## src/rtl/button_event_gen_if.sv

```systemverilog
// Event port between the button event generator and its consumer.
// The generator drives valid/btn/type and the consumer drives ready.
interface button_event_gen_if;
    logic       evt_valid;
    logic       evt_ready;
    logic [2:0] evt_btn;
    logic [1:0] evt_type;

    modport master (
        output evt_valid,
        output evt_btn,
        output evt_type,
        input  evt_ready
    );

    modport slave (
        input  evt_valid,
        input  evt_btn,
        input  evt_type,
        output evt_ready
    );
endinterface

```

## src/rtl/button_event_gen.sv

```systemverilog
// Turns five debounced button levels into PRESS / LONG / REPEAT / RELEASE events.
// Each button owns a one-entry pending slot. Slots are arbitrated round-robin
// into a single registered valid/ready event port.
module button_event_gen #(
    parameter int HOLD_CLOCKS   = 50_000_000,
    parameter int REPEAT_CLOCKS = 10_000_000
) (
    input  logic                clk_i,
    input  logic                rst_i,
    input  logic                btnu_i,
    input  logic                btnd_i,
    input  logic                btnl_i,
    input  logic                btnr_i,
    input  logic                btnc_i,
    button_event_gen_if.master  evt,
    output logic [4:0]          ovf_o
);

    localparam int N          = 5;
    localparam int MAX_CLOCKS = (HOLD_CLOCKS > REPEAT_CLOCKS) ? HOLD_CLOCKS : REPEAT_CLOCKS;
    localparam int CW         = $clog2(MAX_CLOCKS + 1);

    localparam logic [CW-1:0] HOLD_LAST   = CW'(HOLD_CLOCKS - 1);
    localparam logic [CW-1:0] REPEAT_LAST = CW'(REPEAT_CLOCKS - 1);

    typedef enum logic [1:0] {IDLE, HELD, REPEATING} state_t;
    typedef enum logic [1:0] {EVT_PRESS, EVT_LONG, EVT_REPEAT, EVT_RELEASE} evt_t;

    logic [N-1:0]  btn;
    logic [N-1:0]  q;
    logic [N-1:0]  rise;
    logic [N-1:0]  fall;
    state_t        state     [N];
    state_t        state_nxt [N];
    logic [CW-1:0] cnt       [N];
    logic [CW-1:0] cnt_nxt   [N];
    logic [N-1:0]  gen;
    evt_t          gen_type  [N];
    logic [N-1:0]  slot_valid;
    evt_t          slot_type [N];
    logic [2:0]    ptr;
    logic          load;
    logic          grant_found;
    logic [2:0]    grant_idx;
    logic [N-1:0]  drain;

    // Index u=0, d=1, l=2, r=3, c=4.
    assign btn  = {btnc_i, btnr_i, btnl_i, btnd_i, btnu_i};
    assign rise = btn & ~q;
    assign fall = ~btn & q;

    // Advance a round-robin index with wrap-around past the last button.
    function automatic logic [2:0] rr_index(input logic [2:0] base, input int offset);
        int s;
        s = int'(base) + offset;
        if (s >= N) s = s - N;
        return 3'(s);
    endfunction

    // Per-button state register, hold counter and previous level.
    always_ff @(posedge clk_i) begin
        if (rst_i) begin
            q <= '0;
            for (int i = 0; i < N; i++) begin
                state[i] <= IDLE;
                cnt[i]   <= '0;
            end
        end else begin
            // NOTE: state uses non-blocking assignments so every flop samples pre-edge values.
            q <= btn;
            for (int i = 0; i < N; i++) begin
                state[i] <= state_nxt[i];
                cnt[i]   <= cnt_nxt[i];
            end
        end
    end

    // Next-state and counter logic; a release always wins over a timed event.
    always_comb begin
        for (int i = 0; i < N; i++) begin
            // NOTE: defaults first so no path through this block infers a latch.
            state_nxt[i] = state[i];
            cnt_nxt[i]   = cnt[i];
            if (rise[i]) begin
                state_nxt[i] = HELD;
                cnt_nxt[i]   = '0;
            end else if (fall[i]) begin
                state_nxt[i] = IDLE;
                cnt_nxt[i]   = '0;
            end else if (btn[i] && state[i] == HELD) begin
                if (cnt[i] == HOLD_LAST) begin
                    state_nxt[i] = REPEATING;
                    cnt_nxt[i]   = '0;
                end else begin
                    cnt_nxt[i] = cnt[i] + 1'b1;
                end
            end else if (btn[i] && state[i] == REPEATING) begin
                if (cnt[i] == REPEAT_LAST) cnt_nxt[i] = '0;
                else                       cnt_nxt[i] = cnt[i] + 1'b1;
            end
        end
    end

    // Event generation from edges and counter thresholds.
    always_comb begin
        for (int i = 0; i < N; i++) begin
            gen[i]      = 1'b0;
            gen_type[i] = EVT_PRESS;
            if (rise[i]) begin
                gen[i]      = 1'b1;
                gen_type[i] = EVT_PRESS;
            end else if (fall[i]) begin
                gen[i]      = 1'b1;
                gen_type[i] = EVT_RELEASE;
            end else if (btn[i] && state[i] == HELD && cnt[i] == HOLD_LAST) begin
                gen[i]      = 1'b1;
                gen_type[i] = EVT_LONG;
            end else if (btn[i] && state[i] == REPEATING && cnt[i] == REPEAT_LAST) begin
                gen[i]      = 1'b1;
                gen_type[i] = EVT_REPEAT;
            end
        end
    end

    // Round-robin pick of the first pending slot at or after the pointer.
    always_comb begin
        load        = !evt.evt_valid || evt.evt_ready;
        grant_found = 1'b0;
        grant_idx   = '0;
        drain       = '0;
        for (int k = 0; k < N; k++) begin
            if (!grant_found && slot_valid[rr_index(ptr, k)]) begin
                grant_found = 1'b1;
                grant_idx   = rr_index(ptr, k);
            end
        end
        if (load && grant_found) drain[grant_idx] = 1'b1;
    end

    // Pending slots: a slot drained on this edge may accept a new event.
    always_ff @(posedge clk_i) begin
        if (rst_i) begin
            slot_valid <= '0;
            ovf_o      <= '0;
            // NOTE: slot payloads are reset as well so nothing stale is ever observable.
            for (int i = 0; i < N; i++) slot_type[i] <= EVT_PRESS;
        end else begin
            for (int i = 0; i < N; i++) begin
                if (gen[i]) begin
                    if (slot_valid[i] && !drain[i]) begin
                        ovf_o[i] <= 1'b1;
                    end else begin
                        slot_valid[i] <= 1'b1;
                        slot_type[i]  <= gen_type[i];
                    end
                end else if (drain[i]) begin
                    slot_valid[i] <= 1'b0;
                end
            end
        end
    end

    // Output register and round-robin pointer; stable while stalled.
    always_ff @(posedge clk_i) begin
        if (rst_i) begin
            evt.evt_valid <= 1'b0;
            evt.evt_btn   <= '0;
            evt.evt_type  <= '0;
            ptr           <= '0;
        end else if (load) begin
            if (grant_found) begin
                evt.evt_valid <= 1'b1;
                evt.evt_btn   <= grant_idx;
                evt.evt_type  <= slot_type[grant_idx];
                ptr           <= rr_index(grant_idx, 1);
            end else begin
                evt.evt_valid <= 1'b0;
            end
        end
    end

endmodule

```

## src/flat_wrapper.sv

```systemverilog
// flat-port wrapper written by rule: the top's interface ports become plain ports
module button_event_gen_flat 
#(
    parameter int HOLD_CLOCKS   = 50_000_000,
    parameter int REPEAT_CLOCKS = 10_000_000
)
  (clk_i, rst_i, btnu_i, btnd_i, btnl_i, btnr_i, btnc_i, ovf_o, evt_evt_valid, evt_evt_btn, evt_evt_type, evt_evt_ready);
  button_event_gen_if evt_i ();
  input  logic clk_i;
  input  logic rst_i;
  input  logic btnu_i;
  input  logic btnd_i;
  input  logic btnl_i;
  input  logic btnr_i;
  input  logic btnc_i;
  output logic [4:0] ovf_o;
  output wire logic [$bits(evt_i.evt_valid)-1:0] evt_evt_valid;
  output wire logic [$bits(evt_i.evt_btn)-1:0] evt_evt_btn;
  output wire logic [$bits(evt_i.evt_type)-1:0] evt_evt_type;
  input wire logic [$bits(evt_i.evt_ready)-1:0] evt_evt_ready;
  assign evt_evt_valid = evt_i.evt_valid;
  assign evt_evt_btn = evt_i.evt_btn;
  assign evt_evt_type = evt_i.evt_type;
  assign evt_i.evt_ready = evt_evt_ready;
  button_event_gen #(.HOLD_CLOCKS(HOLD_CLOCKS), .REPEAT_CLOCKS(REPEAT_CLOCKS)) u_core (.clk_i(clk_i), .rst_i(rst_i), .btnu_i(btnu_i), .btnd_i(btnd_i), .btnl_i(btnl_i), .btnr_i(btnr_i), .btnc_i(btnc_i), .evt(evt_i), .ovf_o(ovf_o));
endmodule
```

## config.mk

```make
export PLATFORM = sky130hd
export DESIGN_NAME = button_event_gen_flat
export DESIGN_NICKNAME = d
export VERILOG_FILES = /design/src/rtl/button_event_gen_if.sv /design/src/rtl/button_event_gen.sv /design/src/flat_wrapper.sv
export SDC_FILE = /design/constraint.sdc
export NUM_CORES = 1
export LEC_CHECK = 0
export ABC_AREA = 0
export CORE_ASPECT_RATIO = 0.5
export CORE_MARGIN = 2
export CORE_UTILIZATION = 55
export CTS_CLUSTER_SIZE = 10
export DETAILED_ROUTE_END_ITERATION = 6
export GPL_TIMING_DRIVEN = 0
export PLACE_DENSITY = 0.72
export RECOVER_POWER = 25
export SETUP_SLACK_MARGIN = 0.1
export SLEW_MARGIN = 10
export SYNTH_ARGS = -nofsm -noshare
export SYNTH_HDL_FRONTEND = slang
export SYNTH_SLANG_ARGS = --single-unit
```

## constraint.sdc

```tcl
create_clock -name clk_i -period 4.95 [get_ports clk_i]
set_input_delay 1.2375 -clock clk_i [delete_from_list [all_inputs] [get_ports clk_i]]
set_output_delay 1.2375 -clock clk_i [all_outputs]
set_load 0.02 [all_outputs]
```

==> summary.md <==
| Metric | Value |
|---|---|
| Synthesis-stage register bit count | around 170 |
| Post-CTS setup buffer count | 0 |
| Cell count along the critical path | 17 |
| Core area | roughly 16,000 um2 |
| Max Clock Freq | about 0.22 GHz |
| Total track usage | between 20% and 30% |
| Distinct cell type count after synthesis | 96 |
| Worst hold stages | 2 |
| CP Max Fanout | 10 |
| CTS clk-pin slew, worst paths | 0.07 ns |
| Worst-Skew Late Latency | between 0.4 and 0.5 ns |
| Critical Path Sink Type | flip-flop |
| Final slew viol count | 0 |
| Global-route wire length before repair | between 30 and 40 mm |
| Slew @ Worst Pin | between 0.9 and 1 ns |
| Synth-to-layout area growth | 11.3% |
| Cells after DPL | 1,347 |
| Worst Path Required | 5.26 ns |
| Via count | about 8,100 |
| Die Area | roughly 18,000 um2 |
| Largest net degree at the start of global routing | 17 |
| Area of the multi-input gates | 5460 um2 |
| Initial Util | between 50% and 60% |
| Synth Net Count | 1,129 |
| Worst Reg-to-Reg Cells | 17 |
| Final Net Count | approximately 1,200 |
| Min Tclk post-route | between 4 and 5 ns |
| Main flop type after synthesis | dfxtp_1 |
| Clock Path Buffers | 2 |
| WL per Instance | 15.5 um |
| Hold crit path type | reg -> reg |
| Clk_skew | roughly 0.014 ns |
| Final setup viols | 0 |
| Synth Cell Area | roughly 9300 um2 |
| TritonCTS buffer count | 17 |
| DP HPWL | 15.4 mm |
| Leakage | ~0.0036 uW |
| DRT Pass-1 Iters | 7 |
| Setup CP Type | reg -> reg |
| Pwr dens | a little over 500 nW/um2 |
| Fillers | ~1,400 |
| WP buf/inv | 4 |
| Die X | between 150 and 200 um |
| PortBufs | 15 |
| Row cnt | 33 |
| Largest stage delay, worst path | about 0.50 ns |
| Final Wtd Congestion | approximately 0.86 |
| Layout cells sized above 1 | 6.86% |
| Die H | roughly 96 um |
| H-Tree Depth | 4 |
| Antenna viol nets, final | 0 |
| Final Instance Count excl. Fillers | 1,379 |
| Hold_buf cts | 0 |
| Sequential cell area fraction in the yosys report | approximately two fifths |
| CP most frequent cell | ha_1 |
| CTS root buf | clkbuf_16 |
| Synthesis Warnings | 0 |
| Drt initial violations | 677 |
| Slew HR | around a third |
| Critical path arrival | 4.92 ns |
| Total congestion overflow | 0 |
| CP Launch Type | flip-flop |
| I/O pin count | 19 |
| Syn_area_per_cell | ~8.4 um2 |
| CTS tree | built |
| Crit-path cells | clkbuf_2 > inv_1 > ha_1 > ha_2 > and2_1 > o2111ai_1 > a222oi_1 > buf_4 > nor3_1 > o32ai_2 > a211oi_2 > nor2_8 > inv_4 > ha_1 > nand3b_1 > a2111o_1 > o311ai_1 |
| Setup TNS | 0 ns |
| CP top delay family | compound AO/OA/AOI/OAI gates |
| Part of the cycle the worst path needs | between 90% and 100% |
| Status | completed |
| DR vias/cell | a little under 6 |
| Max cap viols | 0 |
| Final WL | ~21 mm |
| Async set-reset flop share out of synthesis | 0% |
| DRC | 0 |
| Initial antenna violation count | 1 |
| CP max-delay cell | dfxtp_1 |
| Unrepaired setup endpoints after global routing | false |
| CTS sink cnt | ~170 |
| Register Area | between 3000 and 4000 um2 |
| Peak VDD IR | roughly 0.00037 V |
| EDFF count, synth | 10 |
| Vias in the first global route | about 7,400 |
| Fin. Hold Viols | 0 |
| Syn Inst Count | 1,105 |
==> layout make-up <==
cell class | count | share of cell area, %
multi-input cells | 865 | 52.6
repair buffers | 15 | 1.45
diodes | 1 | 0.0241
inverters | 28 | 1.07
flip-flops and latches | 174 | 34.5
clock buffers | 18 | 4.13
plain buffers | 37 | 1.75
clock inverters | 14 | 1.76
well taps | 227 | 2.73
==> per-layer routing <==
metal  wire length (um)  track usage (%)
met3               1160             4.92
met2               9610             39.6
met4                163             6.04
met5                  0                0
met1              10500             33.1
==> kinds of logic after synthesis <==
group,after synthesis,synth area share (%)
AO/OA/AOI/OAI,158,12.8
XOR/XNOR,129,12.1
adder cells (fa/ha/maj),16,2.23
buffers and inverters,66,3.12
flip-flops,174,38.4
multiplexers,12,1.30
AND/OR/NAND/NOR,550,30.1
==> synthesized netlist by cell type (4+ instances only) <==
library cell | number | area (um2)
xor2_1 | 90 | 788
a211o_1 | 5 | 43.8
nor2_1 | 178 | 668
a21oi_1 | 32 | 160
buf_2 | 5 | 25.0
nand2_1 | 109 | 409
nor3_1 | 15 | 75.1
o31ai_1 | 7 | 52.6
nor4bb_1 | 8 | 80.1
and3b_1 | 4 | 35.0
o211ai_1 | 6 | 45.0
nand3_1 | 67 | 335
edfxtp_1 | 10 | 300
nand2b_1 | 16 | 100
a21o_1 | 7 | 52.6
or3_1 | 10 | 62.6
nand3b_1 | 4 | 30.0
clkbuf_1 | 25 | 93.8
nor4_1 | 8 | 50.1
a211oi_1 | 4 | 30.0
xnor2_1 | 39 | 342
and4_1 | 7 | 61.3
a31oi_1 | 18 | 113
ha_1 | 15 | 188
o21ai_0 | 22 | 110
nor4b_1 | 4 | 35.0
dfxtp_1 | 164 | 3280
and3_1 | 24 | 150
nand4_1 | 41 | 257
nor2b_1 | 12 | 75.1
or4_1 | 9 | 67.6
inv_1 | 24 | 90.1
and2_1 | 9 | 56.3
mux2i_1 | 11 | 110
o22ai_1 | 4 | 25.0
==> stage by stage <==
step	hold WS, ns	utilization, %	cell area [um2]	worst slack [ns]	total power, uW
finish	0.476	63.0	10400	0.343	5250
global route	0.496	63.0	10400	0.123	5510
CTS	0.481	63.0	10400	0.225	5220
detailed placement	0.472	59.3	9770	0.107	3820
global placement	0.463	59.3	9770	0.259	3770
floorplan	0.454	-	9330	0.927	3330
==> worst register-to-register path, cell delays in order (launching register included) <==
cell and delay [ns]:
dfxtp_1 0.50, clkbuf_2 0.28, inv_1 0.16, ha_1 0.27, ha_2 0.47, and2_1 0.21
o2111ai_1 0.13, a222oi_1 0.41, buf_4 0.24, nor3_1 0.08, o32ai_2 0.27, a211oi_2 0.16
nor2_8 0.20, inv_4 0.09, ha_1 0.24, nand3b_1 0.23, a2111o_1 0.44, o311ai_1 0.11
==> report_power, final <==
group / internal [uW] / total, uW / switching (uW)
clock network: 807 / 1400 / 597
logic: 844 / 2290 / 1440
registers: 1500 / 1560 / 58.8
total: 3150 / 5250 / 2100
==> sequential cells by signal, indices dropped and copies added, names as in the netlist <==
name,count
u_core.ptr,3
u_core.ovf_o,5
u_core.q,5
u_core.evt.evt_valid,1
u_core.cnt,130
u_core.state,10
u_core.evt.evt_type,2
u_core.evt.evt_btn,3
u_core.slot_type,10
u_core.slot_valid,5
==> repair_timing <==
action | in CTS | in global routing
hold endpoints to repair | 0 | 0
cloned | 0 | 0
endpoints found under the setup margin | 1 | 1
gates resized for setup | 0 | 4
==> final timing paths <==
kind	from	to	slack [ns]
worst max-delay path	u_core.ptr[1]	u_core.ptr[0]	0.34
worst min-delay path	u_core.ovf_o[1]	u_core.ovf_o[1]	0.48
worst max register to register	u_core.ptr[1]	u_core.ptr[0]	0.34
worst min register to register	u_core.ovf_o[1]	u_core.ovf_o[1]	0.48
==> cell usage in the layout (no fill, tap or decap), types with 24 or more instances in the layout <==
cell      Yosys  final
nor2_1      178    178
dfxtp_1     164    164
nand2_1     109    109
xor2_1       90     90
nand3_1      67     67
nand4_1      41     41
xnor2_1      39     39
a21oi_1      32     32
clkbuf_1     25     25
inv_1        24     25
and3_1       24     24
No activity file was read; power rests on OpenSTA's default activity.
